### config.mk
export PLATFORM = sky130hd
export DESIGN_NAME = s2p_rx
export DESIGN_NICKNAME = d
export VERILOG_FILES = /design/src/rtl/s2p_rx.sv
export SDC_FILE = /design/constraint.sdc
export NUM_CORES = 1
export LEC_CHECK = 0
export BUFFER_PORTS_ARGS = -buffer_cell sky130_fd_sc_hd__buf_2
export CORE_ASPECT_RATIO = 0.5
export CORE_UTILIZATION = 55
export CTS_BUF_LIST = sky130_fd_sc_hd__clkbuf_4 sky130_fd_sc_hd__clkbuf_8 sky130_fd_sc_hd__clkbuf_16
export DETAILED_ROUTE_END_ITERATION = 16
export GPL_ROUTABILITY_DRIVEN = 0
export PLACE_DENSITY = 0.74
export SYNTH_ARGS = -nofsm -noshare
export SYNTH_HDL_FRONTEND = slang
export SYNTH_SLANG_ARGS = --single-unit
### constraint.sdc
create_clock -name clk_50M -period 2.4 [get_ports clk_50M]
set_input_delay 0.12 -clock clk_50M [delete_from_list [all_inputs] [get_ports clk_50M]]
set_output_delay 0.12 -clock clk_50M [all_outputs]
set_load 0.02 [all_outputs]
### src/rtl/s2p_rx.sv
// s2p_rx: LSB-first serial-to-parallel word receiver with a show-ahead output FIFO and frame pulse.
// Optional saturating error counter enabled by defining RX_ERR_CNT_EN.
module s2p_rx #(
  parameter int BITS_ADC   = 12,
  parameter int NUM_COL    = 8,
  parameter int FIFO_DEPTH = 4
) (
  input  logic                clk_50M,
  input  logic                rst_n,
  input  logic                s_data,
  input  logic                data_valid,
  input  logic                rd_en,
  input  logic                ovf_clr,
  output logic [BITS_ADC-1:0] rd_data,
  output logic                empty,
  output logic                full,
  output logic                frame_done,
  output logic                overflow,
  output logic                abort
`ifdef RX_ERR_CNT_EN
  ,
  output logic [7:0]          err_cnt
`endif
);

  localparam int BC_W  = $clog2(BITS_ADC);
  localparam int IDX_W = (NUM_COL > 1) ? $clog2(NUM_COL) : 1;
  localparam int PTR_W = $clog2(FIFO_DEPTH);
  localparam int CNT_W = $clog2(FIFO_DEPTH + 1);

  localparam logic [BC_W-1:0]  LAST_BIT = BC_W'(BITS_ADC - 1);
  localparam logic [IDX_W-1:0] LAST_COL = IDX_W'(NUM_COL - 1);
  localparam logic [CNT_W-1:0] DEPTH    = CNT_W'(FIFO_DEPTH);

  typedef enum logic {IDLE, RECV} state_t;

  state_t              state_reg;
  logic [BC_W-1:0]     bit_cnt_reg;
  logic [BITS_ADC-2:0] shreg_reg;
  logic [IDX_W-1:0]    word_idx_reg;
  logic [PTR_W-1:0]    wr_ptr_reg;
  logic [PTR_W-1:0]    rd_ptr_reg;
  logic [CNT_W-1:0]    count_reg;
  logic                frame_done_reg;
  logic                overflow_reg;
  logic                abort_reg;
  logic [BITS_ADC-1:0] mem [FIFO_DEPTH];

  logic                sample;
  logic                push_req;
  logic                pop;
  logic                push_ok;
  logic                ovf_evt;
  logic                abort_evt;
  logic [BITS_ADC-1:0] new_word;
  logic [BITS_ADC-2:0] shreg_next;

  assign sample     = !data_valid;
  assign push_req   = (state_reg == RECV) && sample && (bit_cnt_reg == LAST_BIT);
  assign new_word   = {s_data, shreg_reg};
  assign shreg_next = {s_data, shreg_reg[BITS_ADC-2:1]};
  assign pop        = rd_en && (count_reg != '0);
  // A full FIFO still accepts the word when the head leaves on the same edge.
  assign push_ok    = push_req && ((count_reg != DEPTH) || pop);
  assign ovf_evt    = push_req && (count_reg == DEPTH) && !pop;
  assign abort_evt  = (state_reg == RECV) && data_valid && (bit_cnt_reg != '0);

  always_ff @(posedge clk_50M or negedge rst_n) begin
    if (!rst_n) begin
      state_reg   <= IDLE;
      bit_cnt_reg <= '0;
      shreg_reg   <= '0;
    end else begin
      case (state_reg)
        IDLE: begin
          if (sample) begin
            shreg_reg   <= shreg_next;
            bit_cnt_reg <= BC_W'(1);
            state_reg   <= RECV;
          end
        end
        RECV: begin
          if (sample) begin
            shreg_reg   <= shreg_next;
            bit_cnt_reg <= (bit_cnt_reg == LAST_BIT) ? '0 : bit_cnt_reg + BC_W'(1);
          end else begin
            bit_cnt_reg <= '0;
            state_reg   <= IDLE;
          end
        end
        default: begin
          bit_cnt_reg <= '0;
          state_reg   <= IDLE;
        end
      endcase
    end
  end

  always_ff @(posedge clk_50M) begin
    if (push_ok) mem[wr_ptr_reg] <= new_word;
  end

  always_ff @(posedge clk_50M or negedge rst_n) begin
    if (!rst_n) begin
      wr_ptr_reg <= '0;
      rd_ptr_reg <= '0;
      count_reg  <= '0;
    end else begin
      if (push_ok) wr_ptr_reg <= wr_ptr_reg + PTR_W'(1);
      if (pop)     rd_ptr_reg <= rd_ptr_reg + PTR_W'(1);
      if (push_ok && !pop)      count_reg <= count_reg + CNT_W'(1);
      else if (!push_ok && pop) count_reg <= count_reg - CNT_W'(1);
    end
  end

  // Dropped words still advance the column index so frame alignment survives overflow.
  always_ff @(posedge clk_50M or negedge rst_n) begin
    if (!rst_n) begin
      word_idx_reg   <= '0;
      frame_done_reg <= 1'b0;
      overflow_reg   <= 1'b0;
      abort_reg      <= 1'b0;
    end else begin
      frame_done_reg <= 1'b0;
      if (abort_evt) begin
        word_idx_reg <= '0;
      end else if (push_req) begin
        if (word_idx_reg == LAST_COL) begin
          word_idx_reg   <= '0;
          frame_done_reg <= 1'b1;
        end else begin
          word_idx_reg <= word_idx_reg + IDX_W'(1);
        end
      end
      if (ovf_evt)      overflow_reg <= 1'b1;
      else if (ovf_clr) overflow_reg <= 1'b0;
      if (abort_evt)    abort_reg <= 1'b1;
      else if (ovf_clr) abort_reg <= 1'b0;
    end
  end

`ifdef RX_ERR_CNT_EN
  logic [7:0] err_cnt_reg;

  always_ff @(posedge clk_50M or negedge rst_n) begin
    if (!rst_n) begin
      err_cnt_reg <= '0;
    end else if (ovf_evt || abort_evt) begin
      if (ovf_clr)                   err_cnt_reg <= 8'd1;
      else if (err_cnt_reg != 8'hFF) err_cnt_reg <= err_cnt_reg + 8'd1;
    end else if (ovf_clr) begin
      err_cnt_reg <= '0;
    end
  end

  assign err_cnt = err_cnt_reg;
`endif

  assign rd_data    = (count_reg == '0) ? '0 : mem[rd_ptr_reg];
  assign empty      = (count_reg == '0);
  assign full       = (count_reg == DEPTH);
  assign frame_done = frame_done_reg;
  assign overflow   = overflow_reg;
  assign abort      = abort_reg;

endmodule
* Yosys cells after proc, flatten, opt, wreduce, memory -nomap -nowiden
Memory sizes are Yosys's and may differ from the RTL's.
Cells that the tools add are included.
** Storage, ports and cells
- Register bits after elaboration :: 29
- Latch bits :: 0
- Memory bits (writable) :: 48
- ROM bits :: 0
- Input bits :: 6
- Output and inout port bits :: 17
- Word-level logic and storage cells :: 64
- Memories :: 1
** Cells by class
- Add/sub/neg operators :: 6
- Multiply operators :: 0
- Divide/modulo/power cells :: 0
- Order comparisons :: 0
- Equal/unequal tests :: 5
- Shift-type cells :: 0
- Multiplexer cells :: 20
- Bitwise logic cells :: 1
- Reductions and logical operators :: 21
** Memories
- mem :: words 4, bits a word 12, read ports 1, clocked after Yosys merged registers in 0, write ports 1, line 47 : logic [BITS_ADC-1:0] mem [FIFO_DEPTH];
** Operator list (count)
- 3-bit two-way mux :: 5
- 12-bit two-way mux :: 1
- 4-bit two-way mux :: 3
- 11-bit two-way mux :: 1
- 1-bit logical AND :: 10
- 1-bit two-way mux :: 9
- 4-bit case mux with 2 select lines :: 1
- 2-bit nonzero test :: 4
- 3-bit by 1-bit adder with 3-bit output, second input constant :: 2
- 3-bit == test, second input constant :: 2
- 2-bit by 1-bit adder with 2-bit output, second input constant :: 2
- 4-bit by 1-bit adder with 4-bit output, second input constant :: 1
- 4-bit == test, second input constant :: 1
- 4-bit nonzero test :: 1
- 1-bit logical NOT :: 3
- 3-bit logical NOT :: 1
- 3-bit != test, second input constant :: 1
- 3-bit nonzero test :: 1
- 3-bit by 1-bit subtractor with 3-bit output, second input constant :: 1
- 2-bit != test, second input constant :: 1
- 1-bit logical OR :: 1
- 1-bit NOT :: 1

* Depth between registers and ports, before layout
- Depth after elaboration :: 8
- Depth in mapped cells :: 9
- Depth with buffers taken out :: 9

* Worst setup path before layout
OpenSTA, ideal clock, no wires.
- Path type :: flip-flop to flip-flop
- Start :: register bit_cnt_reg[1]
- End :: register count_reg[2]
- Library setup time :: 0.079 ns
- Arrival time :: 2.022 ns
- Required time :: 2.321 ns
- Setup slack :: 0.298 ns
- Stages on the path, launching flop included :: 10
- Buffers on the path :: 0
- Clock period less this slack :: 2.102 ns
- Path through :: dfrtp_1 -> ha_1 -> nand3b_4 -> nor3_4 -> ha_1 -> inv_1 -> fa_1 -> xor2_1 -> nor2_1 -> xor2_1
** On the way
- Longest elaborated chain between the ends :: 6
- Elaborated cells on any way between the ends :: 8
- Classes of those cells :: 1 x eq/ne; 1 x mux; 6 x reduce/logical
** Ends and longest elaborated chain
- from (decl) :: line 38 : logic [BC_W-1:0] bit_cnt_reg;
- from (signal assigned) :: line 85 : bit_cnt_reg <= (bit_cnt_reg == LAST_BIT) ? '0 : bit_cnt_reg + BC_W'(1);
- 4-bit == test (*) :: line 59 : assign push_req = (state_reg == RECV) && sample && (bit_cnt_reg == LAST_BIT);
- 1-bit logical AND (*) :: line 59
- 1-bit logical AND (*) :: line 64 : assign push_ok = push_req && ((count_reg != DEPTH) || pop);
- named net push_ok :: line 52 : logic push_ok;
- 1-bit logical NOT :: line 112 : else if (!push_ok && pop) count_reg <= count_reg - CNT_W'(1);
- 1-bit logical AND :: line 112
- 2-bit nonzero test (no line)
- to (signal assigned) :: line 111 : if (push_ok && !pop) count_reg <= count_reg + CNT_W'(1);
- to (signal assigned) :: line 112
- to (decl) :: line 43 : logic [CNT_W-1:0] count_reg;
The timed path passes the listed nets; every way through them passes the cells marked *.
A chain may end at the register's enable or synchronous reset.

* Worst setup path after layout
- Start :: register count_reg[1]
- End :: register count_reg[1]
** On the way
- Longest elaborated chain between the ends :: 7
- Elaborated cells on any way between the ends :: 14
- Classes of those cells :: 2 x add/sub; 1 x eq/ne; 2 x mux; 9 x reduce/logical
** Ends and longest elaborated chain
- 3-bit nonzero test :: line 62 : assign pop = rd_en && (count_reg != '0);
- 1-bit logical AND :: line 62
- 1-bit logical OR (*) :: line 64
- 1-bit logical AND (*) :: line 64
- named net push_ok :: line 52
- 1-bit logical NOT :: line 112
- 1-bit logical AND :: line 112
- 2-bit nonzero test (no line)
The timed path passes the listed nets; every way through them passes the cells marked *. The select of a mux whose other input is x is not followed.

==> run_results.csv <==
group,metric,value,unit
placement,place_hpwl,3.29,mm
worst_setup_path,critPathLaunchType,"register",
logic_synthesis,synth_edf_count,48,
grt,grt_usage,19.6,%
placement,dp_slack,0.273,ns
cells_and_area,finish.utilization,68.1,%
cells_and_area,drive_above_1_share,33.9,%
clock_network,clkSinkCount,77,
worst_setup_path,crit_path_end_kind,"register",
cells_and_area,fin_nets,238,
logic_synthesis,synthCells,186,
drt,dr_total_vias,1658,
timing,rsz0062_at_grt,"no",
worst_setup_path,rrSetupSlack,0.25,ns
timing,fin_crit_sh,89.8,%
cells_and_area,largest_reg_flops,48,
power,ir_worst_vdd,0.521,mV
power,p_leak,1.52,nW
worst_setup_path,worstSetupPathType,"register to register",
timing,hold_viol,0,
floorplanning,die_x,110,um
floorplanning,ios,23,
clock_network,cts_buffer_depth,2,
timing,slew_headroom,56.5,%
worst_setup_path,cp_slowest_cell,"nor4b_2",
drt,drc,0,
placement,place.port_buffers,22,
clock_network,cts.clk_slew.worst_paths,0.06,ns
logic_synthesis,seq_area_frac_synth,67.0,%
drt,vias_per_cell,5.53,
grt,grt_max_degree,30,
timing,max_freq,0.464,GHz
drt,wl,5.32,mm
floorplanning,rows,19,
flow_run,cap_violations,0,
clock_network,cts_buffers,9,
logic_synthesis,synthesis.area,3230,sq um
worst_setup_path,crit_arrival,2.36,ns
clock_network,h-tree-depth,3,
timing,final-setup-viol-count,0,
power,power,4.26,mW
timing,fin_setup_tns,0,ns
floorplanning,dieHeight,56.2,um
clock_network,clk_latency,0.33,ns
logic_synthesis,yosys_warnings,0,
drt,drtAntennaViolNets,0,
clock_network,ctsRootBufferMaster,"clkbuf_16",
cells_and_area,final_common_cell,"edfxtp_1",
logic_synthesis,netlist.area_leader.share,44.6,%
clock_network,cts_tree,"done",
cells_and_area,area_growth,17.2,%
logic_synthesis,avgSynthCellArea,17.4,sq um
timing,period_needed,2.15,ns
timing,tightest_slew,0.653,ns
drt,first_pass_iters,4,
timing,finClkSkew,0.00569,ns
floorplanning,core_area,5560,sq um
power,power-per-cell-area,1120,nW/um^2
worst_setup_path,path_cells,"nor4b_2, nor3_4, ha_1, inv_1, fa_1, mux2_2",
logic_synthesis,yosys.area.top_type,"edfxtp_1",
cells_and_area,diodes,0,
logic_synthesis,synth_async_sr_flop_share,37.7,%
logic_synthesis,synthTopCellsByArea,"edfxtp_1, dfrtp_1, mux4_2",
worst_setup_path,worst_ep_required_time,2.60,ns
clock_network,cts_resized,0,
grt,antenna_found_initial,0,
cells_and_area,nFillCells,398,
logic_synthesis,ys_types,43,
timing,final-max-slew-violation-count,0,
grt,grt_pass1_wl,8.74,mm
grt,overflow,0,
logic_synthesis,ys_seq_elements,77,
floorplanning,dieArea,6210,sq um
cells_and_area,final_cell_mix,"edfxtp_1, dfrtp_1, buf_2",
worst_setup_path,crit_fanout,5,
floorplanning,start_util,58.1,%
run_status,status,"finished, final reports clean",
drt,drtIter0Drc,57,
timing,layout_setup_ws,0.245,ns
logic_synthesis,synth_fp_nets,202,
grt,first_global_vias,1692,
logic_synthesis,synthFlopType,"edfxtp_1",
hold_path,hp-class,"input port to register",
drt,wl_per_cell,17.7,um
worst_setup_path,slowest_delay,0.47,ns
-- through the flow --
step                      hold slack [ns]  instance area [sq um]  std cells
after floorplan                    -0.176                   3230        186
after global placement              0.184                   3460        283
after global routing               0.0201                   3790        300
after detailed placement            0.203                   3460        283
after CTS                          0.0184                   3790        300
final                              0.0283                   3790        300
-- cells in the mapped netlist (2+ instances only) --
cell type,count
nor2b_1,14
inv_1,7
xor2_1,2
xnor2_1,4
buf_6,2
dfrtp_1,29
mux4_2,12
edfxtp_1,48
mux2i_1,2
buf_2,3
o21ai_0,3
a21oi_1,4
mux2_2,12
nor2_1,3
and2_1,4
ha_1,9
nand2_1,2
-- logic make-up (layout without fill, tap and decap cells) --
logic type / Yosys count / count (layout) / synth area share, %
mux: 27 / 27 / 13.6
simple gates: 38 / 38 / 8.59
fa+ha+maj: 10 / 10 / 4.10
compound gates: 15 / 15 / 2.98
flops: 77 / 77 / 67.0
xor+xnor: 6 / 6 / 1.62
buf+inv: 13 / 54 / 2.09
-- final timing paths --
path | from | depth (start not counted) | end
setup / recovery | count_reg[1] | 6 | count_reg[1]
hold / removal | s_data | 1 | mem[3][11]
setup reg to reg | count_reg[1] | 6 | count_reg[1]
hold reg to reg | abort | 1 | abort
max in group asynchronous | rst_n | 2 | shreg_reg[5]
min in group asynchronous | rst_n | 2 | bit_cnt_reg[1]
-- layer usage --
layer / share of wire [%] / vias up / track usage, %
li1: - / 774 / -
met1: 45 / 843 / 25.3
met2: 51 / 37 / 31.5
met3: 4.2 / 4 / 8.28
met4: 0.51 / 0 / 4.38
met5: 0 / - / 0
-- critical path, delay by kind of cell (launching register included) --
kind / cells / cell delay (ns)
adder cells (fa/ha/maj): 2 / 0.66
AND/OR/NAND/NOR: 2 / 0.56
flip-flops: 1 / 0.45
multiplexers: 1 / 0.28
buffers and inverters: 1 / 0.09
-- report_power, final --
part / switching, mW / internal [mW] / leakage (nW)
registers: 0.211 / 1.61 / 0.790
clock network: 0.496 / 0.921 / 0.160
logic: 0.514 / 0.508 / 0.575
total: 1.22 / 3.04 / 1.52
-- timing repair --
| action | 4_1_cts | 5_1_grt |
|---|---|---|
| hold endpoints to repair | 29 | 0 |
| endpoints found under the setup margin | 0 | 0 |
| setup buffers | 0 | 0 |
| hold buffers | 1 | 0 |
-- area by class of cell --
class                      count  area (sq um)  share of cell area [%]
clock buffer                  10           233                    6.14
clock inverter                 6          87.6                    2.31
inverter                       7          26.3                   0.693
multi-input combinational     96          1000                    26.5
sequential                    77          2170                    57.2
tap                           73          91.3                    2.41
timing repair buffer          31           180                    4.75
(Power assumes the default switching activity.)
